## config.mk

```make
export PLATFORM = sky130hd
export DESIGN_NAME = mem_req_ctrl_flat
export DESIGN_NICKNAME = d
export VERILOG_FILES = /design/src/rtl/mem_req_ctrl_if.sv /design/src/rtl/mem_req_ctrl.sv /design/src/flat_wrapper.sv
export SDC_FILE = /design/constraint.sdc
export NUM_CORES = 1
export LEC_CHECK = 0
export ABC_AREA = 1
export CORE_ASPECT_RATIO = 0.9
export CORE_MARGIN = 5
export CORE_UTILIZATION = 35
export DETAILED_ROUTE_END_ITERATION = 8
export GPL_ROUTABILITY_DRIVEN = 0
export PLACE_DENSITY = 0.64
export SLEW_MARGIN = 20
export SYNTH_ARGS = -nofsm -noshare
export SYNTH_HDL_FRONTEND = slang
export SYNTH_SLANG_ARGS = --single-unit
```

## constraint.sdc

```tcl
create_clock -name clk -period 2.3 [get_ports clk]
set_input_delay 0.46 -clock clk [delete_from_list [all_inputs] [get_ports clk]]
set_output_delay 0.46 -clock clk [all_outputs]
set_load 0.02 [all_outputs]
```

## src/rtl/mem_req_ctrl_if.sv

```systemverilog
// ---------------------------------------------------------------------------
// mem_req_ctrl_if
// Bundles every non-clock/reset signal of mem_req_ctrl: the request channel,
// the response channel, the clear pulse, the busy flag and the raw pins of the
// 4-bank x 1024 x 8 memory.
//
// Signals
//   req_valid/req_ready/req_wr/req_addr[11:0]/req_wdata[7:0] : request channel
//   clr_req                                                  : clear-memory pulse
//   rsp_valid/rsp_ready/rsp_rdata[7:0]/rsp_addr[11:0]        : read response
//   busy                                                     : controller activity
//   mem_cen/mem_rd/mem_wr/mem_rst/mem_add[11:0]/mem_din[7:0] : memory pins (out)
//   mem_dout[7:0]                                            : memory read data (in)
//
// Modports
//   slave  : the controller itself
//   master : requester, response consumer and memory model (testbench side)
// ---------------------------------------------------------------------------
interface mem_req_ctrl_if;
  logic        req_valid;
  logic        req_ready;
  logic        req_wr;
  logic [11:0] req_addr;
  logic [7:0]  req_wdata;
  logic        clr_req;
  logic        rsp_valid;
  logic        rsp_ready;
  logic [7:0]  rsp_rdata;
  logic [11:0] rsp_addr;
  logic        busy;
  logic        mem_cen;
  logic        mem_rd;
  logic        mem_wr;
  logic        mem_rst;
  logic [11:0] mem_add;
  logic [7:0]  mem_din;
  logic [7:0]  mem_dout;

  modport slave (
    input  req_valid, req_wr, req_addr, req_wdata, clr_req, rsp_ready, mem_dout,
    output req_ready, rsp_valid, rsp_rdata, rsp_addr, busy,
           mem_cen, mem_rd, mem_wr, mem_rst, mem_add, mem_din
  );

  modport master (
    output req_valid, req_wr, req_addr, req_wdata, clr_req, rsp_ready, mem_dout,
    input  req_ready, rsp_valid, rsp_rdata, rsp_addr, busy,
           mem_cen, mem_rd, mem_wr, mem_rst, mem_add, mem_din
  );
endinterface

```

## src/rtl/mem_req_ctrl.sv

```systemverilog
// ---------------------------------------------------------------------------
// mem_req_ctrl
// Request-side sequencer in front of a 4-bank x 1024 x 8 synchronous memory.
// Requests are queued in a small FIFO and issued one at a time with the
// memory's pin timing; read data is returned on a valid/ready response
// channel; a clear pulse is remembered until the memory's clear is sequenced.
//
// Ports
//   clk  : clock, all logic on the rising edge
//   rst  : asynchronous active-low reset
//   bus  : mem_req_ctrl_if.slave (request, response, clear, busy, memory pins)
//
// Parameters
//   FIFO_DEPTH : request FIFO entries (power of 2, >= 2)
//   WR_CYC     : cycles mem_wr/mem_cen are held for one write
//   RD_LAT     : cycles from mem_rd deassert until mem_dout is sampled
//   CLR_CYC    : cycles mem_rst is held for one clear
// ---------------------------------------------------------------------------
module mem_req_ctrl #(
  parameter int FIFO_DEPTH = 4,
  parameter int WR_CYC     = 2,
  parameter int RD_LAT     = 3,
  parameter int CLR_CYC    = 2
) (
  input  logic          clk,
  input  logic          rst,
  mem_req_ctrl_if.slave bus
);

  localparam int PTR_W = $clog2(FIFO_DEPTH);
  localparam int CNT_W = 8;

  localparam logic [PTR_W-1:0] PTR_ONE   = PTR_W'(1);
  localparam logic [PTR_W:0]   COUNT_ONE = (PTR_W + 1)'(1);
  localparam logic [PTR_W:0]   COUNT_MAX = (PTR_W + 1)'(FIFO_DEPTH);
  localparam logic [CNT_W-1:0] CNT_ZERO  = CNT_W'(0);
  localparam logic [CNT_W-1:0] CNT_ONE   = CNT_W'(1);

  typedef enum logic [2:0] {
    ST_IDLE    = 3'd0,
    ST_WR      = 3'd1,
    ST_RD      = 3'd2,
    ST_RD_WAIT = 3'd3,
    ST_CLR     = 3'd4
  } state_t;

  typedef struct packed {
    logic        wr;
    logic [11:0] addr;
    logic [7:0]  wdata;
  } req_t;

  // FIFO storage and pointers
  req_t             fifo_q [FIFO_DEPTH];
  req_t             fifo_d [FIFO_DEPTH];
  logic [PTR_W-1:0] wr_ptr_q, wr_ptr_d;
  logic [PTR_W-1:0] rd_ptr_q, rd_ptr_d;
  logic [PTR_W:0]   count_q, count_d;

  // sequencer state
  state_t           state_q, state_d;
  logic [CNT_W-1:0] cnt_q, cnt_d;
  logic             clr_pend_q, clr_pend_d;

  // registered outputs
  logic             rsp_valid_q, rsp_valid_d;
  logic [7:0]       rsp_rdata_q, rsp_rdata_d;
  logic [11:0]      rsp_addr_q, rsp_addr_d;
  logic             mem_cen_q, mem_cen_d;
  logic             mem_rd_q, mem_rd_d;
  logic             mem_wr_q, mem_wr_d;
  logic             mem_rst_q, mem_rst_d;
  logic [11:0]      mem_add_q, mem_add_d;
  logic [7:0]       mem_din_q, mem_din_d;

  logic             full_s;
  logic             empty_s;
  logic             push_s;
  logic             pop_s;
  req_t             head_s;

  // readiness reflects the occupancy before any same-cycle pop
  assign full_s  = (count_q == COUNT_MAX);
  assign empty_s = (count_q == (PTR_W + 1)'(0));
  assign push_s  = bus.req_valid && !full_s;
  assign head_s  = fifo_q[rd_ptr_q];

  assign bus.req_ready = !full_s;
  assign bus.busy      = (state_q != ST_IDLE) || !empty_s || clr_pend_q;
  assign bus.rsp_valid = rsp_valid_q;
  assign bus.rsp_rdata = rsp_rdata_q;
  assign bus.rsp_addr  = rsp_addr_q;
  assign bus.mem_cen   = mem_cen_q;
  assign bus.mem_rd    = mem_rd_q;
  assign bus.mem_wr    = mem_wr_q;
  assign bus.mem_rst   = mem_rst_q;
  assign bus.mem_add   = mem_add_q;
  assign bus.mem_din   = mem_din_q;

  // Next-state logic for the sequencer, the FIFO and all registered outputs
  always_comb begin
    fifo_d      = fifo_q;
    wr_ptr_d    = wr_ptr_q;
    rd_ptr_d    = rd_ptr_q;
    count_d     = count_q;
    state_d     = state_q;
    cnt_d       = cnt_q;
    clr_pend_d  = clr_pend_q | bus.clr_req;
    rsp_rdata_d = rsp_rdata_q;
    rsp_addr_d  = rsp_addr_q;
    mem_cen_d   = mem_cen_q;
    mem_rd_d    = mem_rd_q;
    mem_wr_d    = mem_wr_q;
    mem_rst_d   = mem_rst_q;
    mem_add_d   = mem_add_q;
    mem_din_d   = mem_din_q;
    pop_s       = 1'b0;

    // a consumed response drops the cycle after the handshake
    if (rsp_valid_q && bus.rsp_ready) begin
      rsp_valid_d = 1'b0;
    end else begin
      rsp_valid_d = rsp_valid_q;
    end

    case (state_q)
      ST_IDLE: begin
        if (clr_pend_q) begin
          // a pulse arriving on the entry cycle starts a fresh pending clear
          state_d    = ST_CLR;
          clr_pend_d = bus.clr_req;
          mem_cen_d  = 1'b0;
          mem_rst_d  = 1'b1;
          cnt_d      = CNT_W'(CLR_CYC - 1);
        end else if (!empty_s && !rsp_valid_q) begin
          // an unconsumed response blocks dispatch so read data is never overrun
          pop_s     = 1'b1;
          mem_add_d = head_s.addr;
          mem_din_d = head_s.wdata;
          mem_cen_d = 1'b0;
          if (head_s.wr) begin
            state_d  = ST_WR;
            mem_wr_d = 1'b1;
            cnt_d    = CNT_W'(WR_CYC - 1);
          end else begin
            state_d  = ST_RD;
            mem_rd_d = 1'b1;
          end
        end else begin
          mem_cen_d = 1'b1;
          mem_rd_d  = 1'b0;
          mem_wr_d  = 1'b0;
          mem_rst_d = 1'b0;
        end
      end

      ST_WR: begin
        if (cnt_q == CNT_ZERO) begin
          state_d   = ST_IDLE;
          mem_wr_d  = 1'b0;
          mem_cen_d = 1'b1;
        end else begin
          cnt_d = cnt_q - CNT_ONE;
        end
      end

      ST_RD: begin
        state_d  = ST_RD_WAIT;
        mem_rd_d = 1'b0;
        cnt_d    = CNT_W'(RD_LAT);
      end

      ST_RD_WAIT: begin
        if (cnt_q == CNT_ONE) begin
          state_d     = ST_IDLE;
          rsp_valid_d = 1'b1;
          rsp_rdata_d = bus.mem_dout;
          rsp_addr_d  = mem_add_q;
          mem_cen_d   = 1'b1;
        end else begin
          cnt_d = cnt_q - CNT_ONE;
        end
      end

      ST_CLR: begin
        if (cnt_q == CNT_ZERO) begin
          state_d   = ST_IDLE;
          mem_rst_d = 1'b0;
          mem_cen_d = 1'b1;
        end else begin
          cnt_d = cnt_q - CNT_ONE;
        end
      end

      default: begin
        state_d   = ST_IDLE;
        mem_cen_d = 1'b1;
        mem_rd_d  = 1'b0;
        mem_wr_d  = 1'b0;
        mem_rst_d = 1'b0;
      end
    endcase

    if (push_s) begin
      fifo_d[wr_ptr_q] = '{wr: bus.req_wr, addr: bus.req_addr, wdata: bus.req_wdata};
      wr_ptr_d         = wr_ptr_q + PTR_ONE;
    end else begin
      wr_ptr_d = wr_ptr_q;
    end

    if (pop_s) begin
      rd_ptr_d = rd_ptr_q + PTR_ONE;
    end else begin
      rd_ptr_d = rd_ptr_q;
    end

    case ({push_s, pop_s})
      2'b10:   count_d = count_q + COUNT_ONE;
      2'b01:   count_d = count_q - COUNT_ONE;
      default: count_d = count_q;
    endcase
  end

  // State and output registers; reset abandons any in-flight operation
  always_ff @(posedge clk or negedge rst) begin
    if (!rst) begin
      for (int i = 0; i < FIFO_DEPTH; i++) begin
        fifo_q[i] <= '{wr: 1'b0, addr: 12'h000, wdata: 8'h00};
      end
      wr_ptr_q    <= PTR_W'(0);
      rd_ptr_q    <= PTR_W'(0);
      count_q     <= (PTR_W + 1)'(0);
      state_q     <= ST_IDLE;
      cnt_q       <= CNT_ZERO;
      clr_pend_q  <= 1'b0;
      rsp_valid_q <= 1'b0;
      rsp_rdata_q <= 8'h00;
      rsp_addr_q  <= 12'h000;
      mem_cen_q   <= 1'b1;
      mem_rd_q    <= 1'b0;
      mem_wr_q    <= 1'b0;
      mem_rst_q   <= 1'b0;
      mem_add_q   <= 12'h000;
      mem_din_q   <= 8'h00;
    end else begin
      fifo_q      <= fifo_d;
      wr_ptr_q    <= wr_ptr_d;
      rd_ptr_q    <= rd_ptr_d;
      count_q     <= count_d;
      state_q     <= state_d;
      cnt_q       <= cnt_d;
      clr_pend_q  <= clr_pend_d;
      rsp_valid_q <= rsp_valid_d;
      rsp_rdata_q <= rsp_rdata_d;
      rsp_addr_q  <= rsp_addr_d;
      mem_cen_q   <= mem_cen_d;
      mem_rd_q    <= mem_rd_d;
      mem_wr_q    <= mem_wr_d;
      mem_rst_q   <= mem_rst_d;
      mem_add_q   <= mem_add_d;
      mem_din_q   <= mem_din_d;
    end
  end

endmodule

```

## src/flat_wrapper.sv

```systemverilog
// flat-port wrapper written by rule: the top's interface ports become plain ports
module mem_req_ctrl_flat 
#(
  parameter int FIFO_DEPTH = 4,
  parameter int WR_CYC     = 2,
  parameter int RD_LAT     = 3,
  parameter int CLR_CYC    = 2
)
  (clk, rst, bus_req_valid, bus_req_wr, bus_req_addr, bus_req_wdata, bus_clr_req, bus_rsp_ready, bus_mem_dout, bus_req_ready, bus_rsp_valid, bus_rsp_rdata, bus_rsp_addr, bus_busy, bus_mem_cen, bus_mem_rd, bus_mem_wr, bus_mem_rst, bus_mem_add, bus_mem_din);
  mem_req_ctrl_if bus_i ();
  input  logic clk;
  input  logic rst;
  input wire logic [$bits(bus_i.req_valid)-1:0] bus_req_valid;
  input wire logic [$bits(bus_i.req_wr)-1:0] bus_req_wr;
  input wire logic [$bits(bus_i.req_addr)-1:0] bus_req_addr;
  input wire logic [$bits(bus_i.req_wdata)-1:0] bus_req_wdata;
  input wire logic [$bits(bus_i.clr_req)-1:0] bus_clr_req;
  input wire logic [$bits(bus_i.rsp_ready)-1:0] bus_rsp_ready;
  input wire logic [$bits(bus_i.mem_dout)-1:0] bus_mem_dout;
  output wire logic [$bits(bus_i.req_ready)-1:0] bus_req_ready;
  output wire logic [$bits(bus_i.rsp_valid)-1:0] bus_rsp_valid;
  output wire logic [$bits(bus_i.rsp_rdata)-1:0] bus_rsp_rdata;
  output wire logic [$bits(bus_i.rsp_addr)-1:0] bus_rsp_addr;
  output wire logic [$bits(bus_i.busy)-1:0] bus_busy;
  output wire logic [$bits(bus_i.mem_cen)-1:0] bus_mem_cen;
  output wire logic [$bits(bus_i.mem_rd)-1:0] bus_mem_rd;
  output wire logic [$bits(bus_i.mem_wr)-1:0] bus_mem_wr;
  output wire logic [$bits(bus_i.mem_rst)-1:0] bus_mem_rst;
  output wire logic [$bits(bus_i.mem_add)-1:0] bus_mem_add;
  output wire logic [$bits(bus_i.mem_din)-1:0] bus_mem_din;
  assign bus_i.req_valid = bus_req_valid;
  assign bus_i.req_wr = bus_req_wr;
  assign bus_i.req_addr = bus_req_addr;
  assign bus_i.req_wdata = bus_req_wdata;
  assign bus_i.clr_req = bus_clr_req;
  assign bus_i.rsp_ready = bus_rsp_ready;
  assign bus_i.mem_dout = bus_mem_dout;
  assign bus_req_ready = bus_i.req_ready;
  assign bus_rsp_valid = bus_i.rsp_valid;
  assign bus_rsp_rdata = bus_i.rsp_rdata;
  assign bus_rsp_addr = bus_i.rsp_addr;
  assign bus_busy = bus_i.busy;
  assign bus_mem_cen = bus_i.mem_cen;
  assign bus_mem_rd = bus_i.mem_rd;
  assign bus_mem_wr = bus_i.mem_wr;
  assign bus_mem_rst = bus_i.mem_rst;
  assign bus_mem_add = bus_i.mem_add;
  assign bus_mem_din = bus_i.mem_din;
  mem_req_ctrl #(.FIFO_DEPTH(FIFO_DEPTH), .WR_CYC(WR_CYC), .RD_LAT(RD_LAT), .CLR_CYC(CLR_CYC)) u_core (.clk(clk), .rst(rst), .bus(bus_i));
endmodule
```

==> metrics <==
outcome=finished, final reports clean; root buffer cell=clkbuf_16; Worst Hold Launch=u_core.bus.rsp_rdata[5]; core area=~0.019 sq mm; Cell Area, Synth=around 0.0067 sq mm; FF-to-FF Start=u_core.state_q[1]; Die H=141 um; syn nets=803; Seq pwr share=a little over a third; DRC=0; Yosys top cell area share=between 50% and 60%; synth cell count leaders=nand2_1, dfrtp_1, o21ai_0; Netlist cell types=32; row count=47; IO Pins=81; number of synthesized flops with an enable pin=0; cells after synthesis=760; CTS buffer count=17; Ant. Diodes=0; grt ovf=0; type of destination of the critical path=output pin; Leak=~3.9 nW; later-pin clock latency in the skew report=0.42 ns; largest cells by area after synthesis=dfrtp_1, o21ai_0, nand2_1; min cycle time layout=2.16 ns; gr usage total=between 10% and 20%; TritonCTS clock tree=yes; Seq/Total Area, Yosys=55.6%; CTS sink cnt=approximately 150; DPL Wire Length=10,200 um; max_cap viols=0; worst min-delay path category=reg2reg; RSZ-0062 raised after global routing=no; clock skew=between 0.009 and 0.01 ns; cell area power density=approximately 1400 mW/mm^2; WP data arrival=between 1.5 and 2 ns; Routed WL per cell=14.4 um; Clk network pwr share=about 25%; share of layout cells above drive strength 1=8.51%; Comb power frac=between 30 and 40%; CP Launch Type=flip-flop; non-filler instance count after layout=around 1,100; Max Fclk=~460 MHz; H-tree depth=4; starting density of the core=a little over a third; Port Buffers=80; r2r setup slk=roughly 0.30 ns; Area growth, synth to finish=25.0%; Die X=about 160 um; final period utilization=about 94%; Finished Core Util=approximately 45%; # placed instances=approximately 1,100; post-CTS setup buffer count=0; cell-internal power=7.27 mW; Peak supply drop=roughly 0.75 mV; Reg clk slew, reported paths=0.06 ns; Crit Path Class=reg2out; WL final=15,700 um; vias in the first global route=5,251; Synthesis Warnings=0; CP required=approximately 1.8 ns; maximum fanout along the worst path=5; Hold Slack=~0.47 ns; initial DRC count=384; Post-synth ARST share=100%; TNS Setup=0 ns; Primary FF master, synth=dfrtp_1; final hold viol count=0; worst slew pin tran=around 0.54 ns; P_sw=between 4 and 5 mW; largest net degree at the start of global routing=66; final setup fails=0; Final Max Slew Viols=0; NumNets Final=877; routed via count=about 5,200; cell taking the most area after synthesis=dfrtp_1; initial antenna violation count=0; most numerous cell in the Yosys netlist=nand2_1; first-pass GRT wire length=between 20,000 and 30,000 um; DRT antenna net count=0; crit path from=u_core.state_q[1]; Slew HR=roughly 64%; sw frac=approximately 38%; synthesized area per cell=a little under 9 sq um; number of fill cells in the layout=around 1,800; drt pass-1 iters=5; Clock Tree Buf Depth=2; die area=roughly 0.022 sq mm; Seq cells post-synth=about 150; vias per inst=~4.8
-- layout by cell type (no fill, tap or decap), types with 2 or more instances in the layout --
cell / synthesis / layout
inv_2: 5 / 5
nand2_2: 7 / 7
nor2_1: 85 / 85
o21ai_0: 139 / 139
clkbuf_16: 0 / 17
o22ai_1: 12 / 12
buf_4: 3 / 7
nor2_8: 3 / 3
a21oi_1: 3 / 3
xor2_1: 6 / 6
nor2_2: 2 / 2
o21ai_1: 30 / 30
a31oi_1: 8 / 8
nand2_4: 6 / 6
inv_1: 53 / 53
nor2_4: 3 / 3
o21ai_2: 2 / 2
xnor2_1: 2 / 2
buf_12: 0 / 3
clkbuf_1: 9 / 2
clkbuf_8: 0 / 4
nand3_1: 20 / 20
nand2_1: 175 / 175
bufinv_16: 0 / 4
clkdlybuf4s50_1: 0 / 78
clkinvlp_4: 0 / 3
dfrtp_1: 147 / 147
ha_1: 8 / 8
-- through the flow --
step	worst slack [ns]	power [mW]	area (sq um)
2_1_floorplan	0.140	7.36	6660
3_3_place_gp	0.188	8.70	7680
3_5_place_dp	0.196	8.83	7680
4_1_cts	0.115	11.9	8330
5_1_grt	0.0211	12.7	8330
6_report	0.142	11.7	8330
-- critical path, stage by stage (launching register included) --
cell	delay, ns
dfrtp_1	0.46
nor2_4	0.16
nand2_4	0.07
nor2_2	0.16
nand3_1	0.10
dlygate4sd2_1	0.33
-- registers in the layout (all words and copies together), names as in the netlist --
name / cells
u_core.bus.mem_rd: 1
u_core.bus.rsp_valid: 1
u_core.bus.mem_din: 8
u_core.clr_pend_q: 1
u_core.bus.mem_add: 12
u_core.count_q: 3
u_core.fifo_q: 84
u_core.state_q: 3
u_core.wr_ptr_q: 2
u_core.rd_ptr_q: 2
u_core.bus.mem_cen: 1
u_core.bus.rsp_rdata: 8
u_core.bus.rsp_addr: 12
u_core.bus.mem_wr: 1
u_core.cnt_q: 8
u_core.bus.mem_rst: 1
-- routing by layer --
layer / global-route usage, % / vias up / part of all wire [%]
met2: 23.0 / 125 / 44
met4: 4.24 / 0 / 1.3
met1: 21.2 / 2454 / 50
met5: 0 / - / 0
met3: 3.95 / 17 / 5.3
li1: - / 2610 / -
-- cells by family (layout without fill, tap and decap cells) --
family	after synthesis	in the layout	share of synthesized area, %
and+or+nand+nor	305	305	20.0
buffers and inverters	95	181	6.39
adders and majority gates	9	9	1.80
xor gates and xnor gates	8	8	1.05
DFF	148	148	55.6
AOI/OAI and AO/OA	195	195	15.2
-- power groups by stage --
stage | Combinational, mW | Clock (mW) | Sequential, mW
after detailed placement | 4.57 | 0 | 4.26
final | 4.53 | 2.96 | 4.24
after floorplan | 3.00 | 0 | 4.36
after global placement | 4.47 | 0 | 4.23
after CTS | 4.60 | 3.04 | 4.24
after global routing | 5.18 | 3.15 | 4.37
-- path summary, 6_finish.rpt --
path,to,depth (start not counted)
min in group asynchronous,u_core.bus.rsp_addr[4],2
worst max-delay path,bus_busy,5
worst min register to register,u_core.bus.rsp_rdata[5],2
worst min-delay path,u_core.bus.rsp_rdata[5],2
worst max register to register,u_core.count_q[2],11
max in group asynchronous,u_core.bus.mem_cen,3
-- repair_timing --
action	in CTS	in global routing
hold buffers	1	0
gates resized for setup	1	0
setup endpoints to repair	1	0
endpoints found under the hold margin	31	0
-- final cells by class --
type / count / area [sq um] / area share, %
clock buffer: 23 / 488 / 5.86
sequential: 148 / 3700 / 44.5
multi-input combinational: 517 / 2530 / 30.4
tap: 245 / 307 / 3.68
inverter: 59 / 224 / 2.69
timing repair buffer: 91 / 923 / 11.1
clock inverter: 8 / 148 / 1.77
Note: power is estimated with default switching activity, not from simulation.
